### config.mk
export PLATFORM = sky130hd
export DESIGN_NAME = mem_port_arbiter
export DESIGN_NICKNAME = d
export VERILOG_FILES = /design/src/rtl/arb_pkg.sv /design/src/rtl/rr_priority_picker.sv /design/src/rtl/mem_port_arbiter.sv
export SDC_FILE = /design/constraint.sdc
export NUM_CORES = 1
export LEC_CHECK = 0
export CAP_MARGIN = 20
export CELL_PAD_IN_SITES_DETAIL_PLACEMENT = 0
export CELL_PAD_IN_SITES_GLOBAL_PLACEMENT = 1
export CORE_UTILIZATION = 29
export CTS_BUF_LIST = sky130_fd_sc_hd__clkbuf_16
export DETAILED_ROUTE_END_ITERATION = 10
export PLACE_DENSITY_LB_ADDON = 0.1
export SLEW_MARGIN = 20
export SYNTH_ARGS = -nofsm -noshare
export SYNTH_HDL_FRONTEND = slang
export SYNTH_HIERARCHICAL = 1
export SYNTH_SLANG_ARGS = --single-unit
### constraint.sdc
create_clock -name clk_i -period 2.5 [get_ports clk_i]
set_clock_uncertainty 0.05 [all_clocks]
set_input_delay 0.5 -clock clk_i [delete_from_list [all_inputs] [get_ports clk_i]]
set_output_delay 0.5 -clock clk_i [all_outputs]
set_load 0.02 [all_outputs]
### src/rtl/arb_pkg.sv
// ============================================================================
// Module   : arb_pkg
// Brief    : Shared types and helpers for the memory-port arbiter.
// Revision : 1.0
// ============================================================================
`default_nettype none

package arb_pkg;

    typedef enum logic {
        ARB_IDLE = 1'b0,
        ARB_BUSY = 1'b1
    } arb_state_t;

    // Counter width used when the timeout feature is built in.
    localparam int ARB_TIMEOUT_W = 8;

    // Binary index of the set bit; supports up to 64 requesters.
    function automatic logic [7:0] onehot_to_idx(input logic [63:0] onehot);
        logic [7:0] idx;
        idx = '0;
        for (int i = 0; i < 64; i++) begin
            if (onehot[i]) begin
                idx = idx | 8'(i);
            end
        end
        return idx;
    endfunction

endpackage

`default_nettype wire

### src/rtl/rr_priority_picker.sv
// ============================================================================
// Module   : rr_priority_picker
// Brief    : Combinational round-robin pick: rotate by ptr, find first, un-rotate.
// Revision : 1.0
// ============================================================================
`default_nettype none

module rr_priority_picker #(
    parameter int nb_bits_select = 2
) (
    input  logic [(2**nb_bits_select)-1:0] i_req,
    input  logic [nb_bits_select-1:0]      i_ptr,
    output logic                           o_valid,
    output logic [nb_bits_select-1:0]      o_index
);

    localparam int c_N  = 2**nb_bits_select;
    localparam int c_SW = nb_bits_select;

    logic [c_N-1:0]  w_rot;
    logic [c_SW-1:0] w_off;
    logic [c_SW-1:0] w_src;
    logic            w_found;

    always_comb begin
        w_rot   = '0;
        w_off   = '0;
        w_src   = '0;
        w_found = 1'b0;
        // N is a power of two, so the SW-bit sum wraps modulo N for free.
        for (int i = 0; i < c_N; i++) begin
            w_src    = c_SW'(i) + i_ptr;
            w_rot[i] = i_req[w_src];
        end
        for (int i = 0; i < c_N; i++) begin
            if (!w_found && w_rot[i]) begin
                w_found = 1'b1;
                w_off   = c_SW'(i);
            end
        end
    end

    assign o_valid = w_found;
    assign o_index = w_off + i_ptr;

endmodule

`default_nettype wire

### src/rtl/mem_port_arbiter.sv
// ============================================================================
// Module   : mem_port_arbiter
// Brief    : Round-robin, transaction-holding arbiter for one shared port.
//            Optional macro ARB_TIMEOUT_EN adds a forced-release timeout.
// Revision : 1.0
// ============================================================================
`default_nettype none

module mem_port_arbiter
    import arb_pkg::*;
#(
    parameter int nb_bits_select = 2,
    parameter int timeout_cycles = 15
) (
    input  logic                           clk_i,
    input  logic                           rst_i,
    input  logic [(2**nb_bits_select)-1:0] req_i,
    input  logic                           rsp_valid_i,
    output logic [(2**nb_bits_select)-1:0] grant_o,
    output logic [nb_bits_select-1:0]      sel_o,
    output logic                           busy_o,
    output logic [(2**nb_bits_select)-1:0] rsp_valid_o,
    output logic                           timeout_o
);

    localparam int c_N  = 2**nb_bits_select;
    localparam int c_SW = nb_bits_select;

    arb_state_t      state_q, state_d;
    logic [c_N-1:0]  grant_q, grant_d;
    logic [c_SW-1:0] sel_q, sel_d;
    logic [c_SW-1:0] ptr_q, ptr_d;

    logic [c_N-1:0]  w_pick_req;
    logic [c_SW-1:0] w_pick_ptr;
    logic            w_pick_valid;
    logic [c_SW-1:0] w_pick_idx;
    logic [c_SW-1:0] w_cur;
    logic [c_SW-1:0] w_next;
    logic [c_N-1:0]  w_pick_oh;

`ifdef ARB_TIMEOUT_EN
    localparam int c_TO_W = ARB_TIMEOUT_W;
    logic [c_TO_W-1:0] cnt_q, cnt_d;
    logic              timeout_q, timeout_d;
`endif

    assign w_cur     = c_SW'(onehot_to_idx(64'(grant_q)));
    assign w_next    = w_cur + c_SW'(1);
    assign w_pick_oh = {{(c_N-1){1'b0}}, 1'b1} << w_pick_idx;

    // While busy the picker serves back-to-back hand-over: start after the
    // current owner and never pick it again on the same edge.
    always_comb begin
        w_pick_req = req_i;
        w_pick_ptr = ptr_q;
        if (state_q == ARB_BUSY) begin
            w_pick_req = req_i & ~grant_q;
            w_pick_ptr = w_next;
        end
    end

    rr_priority_picker #(
        .nb_bits_select (nb_bits_select)
    ) u_picker (
        .i_req   (w_pick_req),
        .i_ptr   (w_pick_ptr),
        .o_valid (w_pick_valid),
        .o_index (w_pick_idx)
    );

    always_comb begin
        state_d = state_q;
        grant_d = grant_q;
        sel_d   = sel_q;
        ptr_d   = ptr_q;
`ifdef ARB_TIMEOUT_EN
        cnt_d     = cnt_q;
        timeout_d = 1'b0;
`endif
        case (state_q)
            ARB_IDLE: begin
                if (w_pick_valid) begin
                    state_d = ARB_BUSY;
                    grant_d = w_pick_oh;
                    sel_d   = w_pick_idx;
`ifdef ARB_TIMEOUT_EN
                    cnt_d   = '0;
`endif
                end
            end
            ARB_BUSY: begin
                if (rsp_valid_i) begin
                    ptr_d = w_next;
                    if (w_pick_valid) begin
                        grant_d = w_pick_oh;
                        sel_d   = w_pick_idx;
`ifdef ARB_TIMEOUT_EN
                        cnt_d   = '0;
`endif
                    end else begin
                        state_d = ARB_IDLE;
                        grant_d = '0;
                    end
                end else if ((req_i & grant_q) == '0) begin
                    ptr_d   = w_next;
                    state_d = ARB_IDLE;
                    grant_d = '0;
                end
`ifdef ARB_TIMEOUT_EN
                else if (cnt_q == c_TO_W'(timeout_cycles - 1)) begin
                    ptr_d     = w_next;
                    state_d   = ARB_IDLE;
                    grant_d   = '0;
                    timeout_d = 1'b1;
                end else begin
                    cnt_d = cnt_q + c_TO_W'(1);
                end
`endif
            end
            default: begin
                state_d = ARB_IDLE;
                grant_d = '0;
            end
        endcase
    end

    always_ff @(posedge clk_i) begin
        if (rst_i) begin
            state_q <= ARB_IDLE;
            grant_q <= '0;
            sel_q   <= '0;
            ptr_q   <= '0;
        end else begin
            state_q <= state_d;
            grant_q <= grant_d;
            sel_q   <= sel_d;
            ptr_q   <= ptr_d;
        end
    end

`ifdef ARB_TIMEOUT_EN
    always_ff @(posedge clk_i) begin
        if (rst_i) begin
            cnt_q     <= '0;
            timeout_q <= 1'b0;
        end else begin
            cnt_q     <= cnt_d;
            timeout_q <= timeout_d;
        end
    end

    assign timeout_o = timeout_q;
`else
    // timeout_cycles has no effect without the timeout feature.
    if (timeout_cycles < 1) begin : g_no_timeout
    end

    assign timeout_o = 1'b0;
`endif

    assign grant_o     = grant_q;
    assign sel_o       = sel_q;
    assign busy_o      = (state_q == ARB_BUSY);
    assign rsp_valid_o = grant_q & {c_N{rsp_valid_i}};

endmodule

`default_nettype wire

---- Word-level counts from Yosys, hierarchy flattened ----
Index checks and enable logic that the tools add are counted.
operators by class
  $add $sub $neg .......................... 5
  magnitude comparators ................... 4
  equality and inequality tests ........... 3
  shift operators ......................... 1
  mux-type cells .......................... 34
  bitwise gates (word level) .............. 5
  reductions and logical operators ........ 10
operator list
  kind                                                                          count
  4-bit 2-to-1 mux                                                              5
  2-bit 2-to-1 mux                                                              9
  1-bit 2-to-1 mux                                                              13
  4-bit AND                                                                     3
  2-bit by 3-bit less-than comparator with 1-bit output, second input constant  4
  1-bit binary-select mux with 2-bit select                                     4
  4-bit case mux with 2 select lines                                            1
  2-bit adder, first input constant                                             2
  4-bit logical NOT                                                             1
  4-bit inverter                                                                1
  2-bit case mux with 2 select lines                                            1
  2-bit AND reduction                                                           2
  1-bit by 2-bit left shift with 4-bit output, first input constant             1
  1-bit logical AND                                                             3
  1-bit logical NOT                                                             3
  3-bit by 2-bit inequality test with 1-bit output, second input constant       1
  1-bit by 2-bit adder with 2-bit output, first input constant                  1
  2-bit by 1-bit adder with 2-bit output, second input constant                 1
  2-bit adder                                                                   1
  2-bit by 1-bit inequality test with 1-bit output, second input constant       1
  2-bit inequality test, second input constant                                  1
  1-bit case mux with 2 select lines                                            1
  2-bit nonzero test                                                            1
  1-bit inverter                                                                1
word-level totals
  register bits after elaboration ......... 9
  bits of input ports ..................... 7
  output and inout port bits .............. 12
  word-level logic and storage cells ...... 66

---- Logic depth before layout (Yosys ltp) ----
  word-level depth ........................ 22
  depth in mapped cells ................... 13

---- Cells and area by module ----
The synthesis kept the hierarchy.
by module, submodules not included
  module              times used  cells an instance  area each (um2)
  mem_port_arbiter    1           57                 480.5
  rr_priority_picker  1           28                 190.2

---- Worst setup path before layout ----
OpenSTA, ideal clock, no wires.
  kind .................................... register -> register
  from .................................... register state_q (netlist: busy_o)
  to ...................................... register grant_q[0] (netlist: grant_o[0])
  setup time .............................. 70 ps
  arrival ................................. 2428 ps
  setup slack ............................. -48 ps
  cell stages (with the launch flop) ...... 12
  buffers on the path ..................... 1
  cells stage by stage .................... dfxtp_1 > inv_1 > o31ai_1 > buf_6 > nor3_1 > a31oi_1 > o211ai_1 > ha_1 > xnor2_1 > xnor2_1 > or3_1 > a21oi_1
between the ends
  longest elaborated chain between the ends .. 18
  elaborated cells between the ends (all ways) .. 36
  those cells by class .................... 4 x add/sub; 2 x eq/ne; 1 x shift; 21 x mux; 1 x bitwise; 7 x reduce/logical
ends and longest elaborated chain
  what                                                                                             line                      text
  start, declared                                                                                  mem_port_arbiter.sv:29    arb_state_t state_q, state_d;
  start signal, assigned                                                                           mem_port_arbiter.sv:135   state_q <= state_d;
  2-bit 2-to-1 mux (*)                                                                             mem_port_arbiter.sv:57    if (state_q == ARB_BUSY) begin
  named net w_pick_ptr[0]                                                                          mem_port_arbiter.sv:35    logic [c_SW-1:0] w_pick_ptr;
  parallel branches: the longest is 12 deep, another holds 1-bit by 2-bit adder with 2-bit output  n/a
  2-bit adder (*)                                                                                  rr_priority_picker.sv:44  assign o_index = w_off + i_ptr;
  named net w_pick_idx[1]                                                                          mem_port_arbiter.sv:37    logic [c_SW-1:0] w_pick_idx;
  1-bit by 2-bit left shift with 4-bit output (*)                                                  mem_port_arbiter.sv:50    assign w_pick_oh = {{(c_N-1){1'b0}}, 1'b1} << w_pick_idx;
  4-bit 2-to-1 mux                                                                                 mem_port_arbiter.sv:95    if (w_pick_valid) begin
  4-bit 2-to-1 mux                                                                                 mem_port_arbiter.sv:93    if (rsp_valid_i) begin
  4-bit case mux with 2 select lines (*)                                                           mem_port_arbiter.sv:81    case (state_q)
  end signal, assigned                                                                             mem_port_arbiter.sv:136   grant_q <= grant_d;
  end, declared                                                                                    mem_port_arbiter.sv:30    logic [c_N-1:0] grant_q, grant_d;
Mark *: on every way through the listed nets, which the timed path passes. The select of a mux whose other input is x is not followed.
A chain may end at the register's enable or synchronous reset.

---- Final worst setup path ----
  from .................................... input port rsp_valid_i
  to ...................................... output port rsp_valid_o[1]
between the ends
  longest elaborated chain between the ends .. 1
ends and longest elaborated chain
  what             line                     text
  start, declared  mem_port_arbiter.sv:18   input logic rsp_valid_i,
  4-bit AND        mem_port_arbiter.sv:165  assign rsp_valid_o = grant_q & {c_N{rsp_valid_i}};
  end, declared    mem_port_arbiter.sv:22   output logic [(2**nb_bits_select)-1:0] rsp_valid_o,
No other way between the ends.

==> results.md <==
Outcome:
- The run finished with clean final reports.

Route:
- The total DRC errors in the routed layout is 0.
- The total number of vias is 796.
- The violation count after the first detailed-routing iteration is 14.
- The average wire per cell in the routed design is 12.3 um.
- The first-pass iteration count of the detailed router is 4.
- The wire length on met1 is 872 um.
- After detailed routing, no signal wire sits above met4.
- The wire length after detailed routing is 1.96 mm.
- The total met3 wirelength after detailed routing is 37 um.
- The average vias per placed instance is 5.01.
- The number of routed nets with antenna violations is 0.
- The wire length on met2 is 1.00 mm.

Cells and area:
- The fraction of final layout cells with drive strength greater than 1 is 0.405.
- Across the whole layout, storage elements account for 185 sq um.
- Leaving out fill and tap cells, the most frequent cell in the layout is sky130_fd_sc_hd__buf_4.
- The final net count is 140.
- Once layout is complete, the utilization of the core stands at 0.568.
- In the final layout, the multi-input gates occupy 536 sq um.
- The repair_antennas step left the layout with diodes totalling 0.
- Relative to the synthesized area, the layout overhead comes to 85.4%.
- In the layout the commonest cells are sky130_fd_sc_hd__buf_4, sky130_fd_sc_hd__clkdlybuf4s50_1, sky130_fd_sc_hd__a21oi_1.
- The finished cells cover 1240 sq um.
- The number of fill cells in the layout is 219.

Setup path:
- The required arrival time at the worst endpoint is 1950 ps.
- The type of the setup path with the least slack is primary input to output pin.
- The sort of element at the end of the critical path is an output pin.
- The data arrival time of the critical path is 1810 ps.
- The type of origin of the critical path is a primary input.
- In this run the worst path has a maximum fanout of 6.

Clocking:
- The clock net in this run drives a total of 9 sinks.
- The clock latency at the later pin of the worst-skew pair is 230 ps.
- The clock buffer count from CTS is 3.
- The cell sitting at the root of the clock tree is a sky130_fd_sc_hd__clkbuf_16.
- CTS built an H-tree with a depth of 1.
- Clock-pin slew was measured on the worst setup and hold paths at 40 ps.
- The maximum buffer depth of the clock tree is 2.
- TritonCTS built the clock tree.

GRT:
- The wire length of the first global-routing pass is 3.18 mm.
- In the global route stage, overall resource usage came out at 0.176.
- Summed over all layers, the global routing overflow is 0.
- The number of global-route vias before repair is 721.
- The largest net degree at the start of global routing is 12.
- The number of antenna violations at the first check in global routing is 0.

Timing:
- The ratio of final minimum period to clock period is 0.943.
- The number of failing setup endpoints in the final timing report is 0.
- The top achievable clock speed is 424 MHz.
- Setup repair after global routing left no endpoint under its margin.
- The final count of hold timing violations is 0.
- The number of slew-limit violations in the final report is 0.
- The final critical-path required period is 2360 ps.
- The final sum of negative setup slack is 0 ps.

Pwr:
- The share of total power dissipated in combinational logic is 0.640.
- The clock share of power is 0.183.
- For this design the static power due to leakage is 0.533 nW.
- Of the total power, the share spent switching nets is 0.371.
- The total net switching power is 0.568 mW.
- Internal power comes to 0.961 mW.
- The power per cell area is 1230 nW/um^2.
- Of the total power, registers draw 0.178.
- Across the VDD grid, the largest voltage drop is 1.01 mV.

Synthesis:
- The post-synth net total is 93.
- The number of distinct library cell variants in the gate-level netlist after synthesis is 36.
- Of all flip-flops after synthesis, the portion carrying an async set or reset was 0.
- The mean instance size in the synthesized netlist is 7.89 sq um.
- After synthesis, the share of cell area in mux cells is 0.0448.
- The synthesis warning total is 6.
- Yosys mapped a number of flops with a built-in enable equal to 0.
- The dominant synthesized flop cell is sky130_fd_sc_hd__dfxtp_1.
- The XOR/XNOR share of the synthesized area is 0.0392.
- Counting every instance in the synthesized netlist gives 85.
- The post-synthesis share of cell area spent on full adders, half adders and majority gates is 0.0187.
- The combinational family with the most area after synthesis is compound AO/OA/AOI/OAI gates.
- Of the synthesized area, sequential elements account for 0.269.
- The flop and latch count out of synthesis is 9.
- The mapped netlist covers 671 sq um.
- The compound-gate portion of the synthesized area was 0.312.
- Of the total synthesized cell area, the portion taken by AND, OR, NAND and NOR gates is 0.254.

Floorplanning:
- The horizontal die dimension is 50.1 um.
- For this configuration, the core starts out at a cell density of 0.306.
- The floorplan has 17 rows.
- The die covers 2510 sq um.
- The standard cell core area is 2190 sq um.
- The die is 50.1 um tall.
- In this run the count of I/O pins placed on the die edge is 19.

Place:
- The placed instances occupy a cell area of 1000 sq um.
- The last weighted congestion value of the routability-driven placer is 0.791.
- The total half-perimeter wirelength after legalization and detailed placement is 1.35 mm.
- Port buffering added 17 buffers.

Flow run:
- The tool flagged a number of max-cap violations equal to 0.

Hold path:
- The class of the tightest hold or removal check is flip-flop to flip-flop.
-- per-layer routing --
layer	track usage	vias up
met5	0	-
met4	0.100	0
met3	0.0370	4
met2	0.293	11
met1	0.205	377
li1	-	404
-- what timing repair did --
action | 4_1_cts | 5_1_grt
hold buffers | 0 | 0
endpoints found under the setup margin | 5 | 5
gates cloned | 0 | 1
pin swaps | 8 | 6
setup buffers | 2 | 6
resized for setup | 16 | 13
-- kinds of logic (layout without fill, tap and decap cells) --
| kind of cell | Yosys count | after routing |
|---|---|---|
| buffers and inverters | 6 | 52 |
| adders and majority gates | 1 | 1 |
| other | 1 | 1 |
| muxes | 3 | 3 |
| AOI/OAI and AO/OA | 31 | 31 |
| and+or+nand+nor | 31 | 31 |
| xor gates and xnor gates | 3 | 3 |
| DFF | 9 | 9 |
-- critical path, stage by stage --
cell and delay (ps):
sky130_fd_sc_hd__clkdlybuf4s50_1 550, sky130_fd_sc_hd__and2_2 160, sky130_fd_sc_hd__clkdlybuf4s50_1 590
-- layout make-up --
cell class                      instances  area share
Clock buffer                            3      0.0604
Multi-Input combinational cell         70       0.431
Clock inverter                          1     0.00302
Sequential cell                         9       0.149
Tap cell                               28      0.0282
Timing Repair Buffer                   46       0.323
Inverter                                2     0.00604
-- cells in the mapped netlist, types with 3 or more instances --
cell                       count  area (sq um)
sky130_fd_sc_hd__a21oi_1       9          45.0
sky130_fd_sc_hd__dfxtp_1       9           180
sky130_fd_sc_hd__nand2_1       6          22.5
sky130_fd_sc_hd__nor2_1        6          22.5
sky130_fd_sc_hd__o21ai_0       6          30.0
sky130_fd_sc_hd__a21boi_0      4          30.0
sky130_fd_sc_hd__nand2b_1      4          25.0
sky130_fd_sc_hd__and2_1        3          18.8
sky130_fd_sc_hd__mux2i_1       3          30.0
sky130_fd_sc_hd__nor3_1        3          15.0
sky130_fd_sc_hd__xnor2_1       3          26.3
-- registers in the layout (all words and copies together) (netlist names) --
register	count
grant_o	4
ptr_q	2
sel_o	2
busy_o	1
-- final timing paths --
path | from | endpoint | slack, ps | depth (start not counted)
worst max-delay path | rsp_valid_i | rsp_valid_o[1] | 140 | 3
worst min-delay path | ptr_q[1]$_SDFFE_PP0P_ | ptr_q[1]$_SDFFE_PP0P_ | 430 | 2
worst max register to register | busy_o$_SDFF_PP0_ | sel_o[1]$_SDFFE_PP0P_ | 200 | 14
worst min register to register | ptr_q[1]$_SDFFE_PP0P_ | ptr_q[1]$_SDFFE_PP0P_ | 430 | 2
-- through the flow --
| step | cells | hold slack (ps) | setup WS [ps] | power, mW |
|---|---|---|---|---|
| after floorplan | 85 | 402 | 94.8 | 0.717 |
| after global placement | 147 | 411 | -345 | 1.05 |
| after detailed placement | 147 | 419 | -397 | 1.05 |
| after CTS | 152 | 434 | 6.79 | 1.45 |
| after global routing | 159 | 463 | 11.2 | 1.63 |
| final | 159 | 430 | 142 | 1.53 |
-- power groups by stage --
stage                     sequential, mW  clock (mW)  combinational, mW
after detailed placement           0.260           0              0.788
after global routing               0.283       0.295               1.05
final                              0.271       0.279              0.978
after CTS                          0.267       0.283              0.897
after global placement             0.262           0              0.791
after floorplan                    0.313           0              0.405
Note: power is estimated with default switching activity, not from simulation.
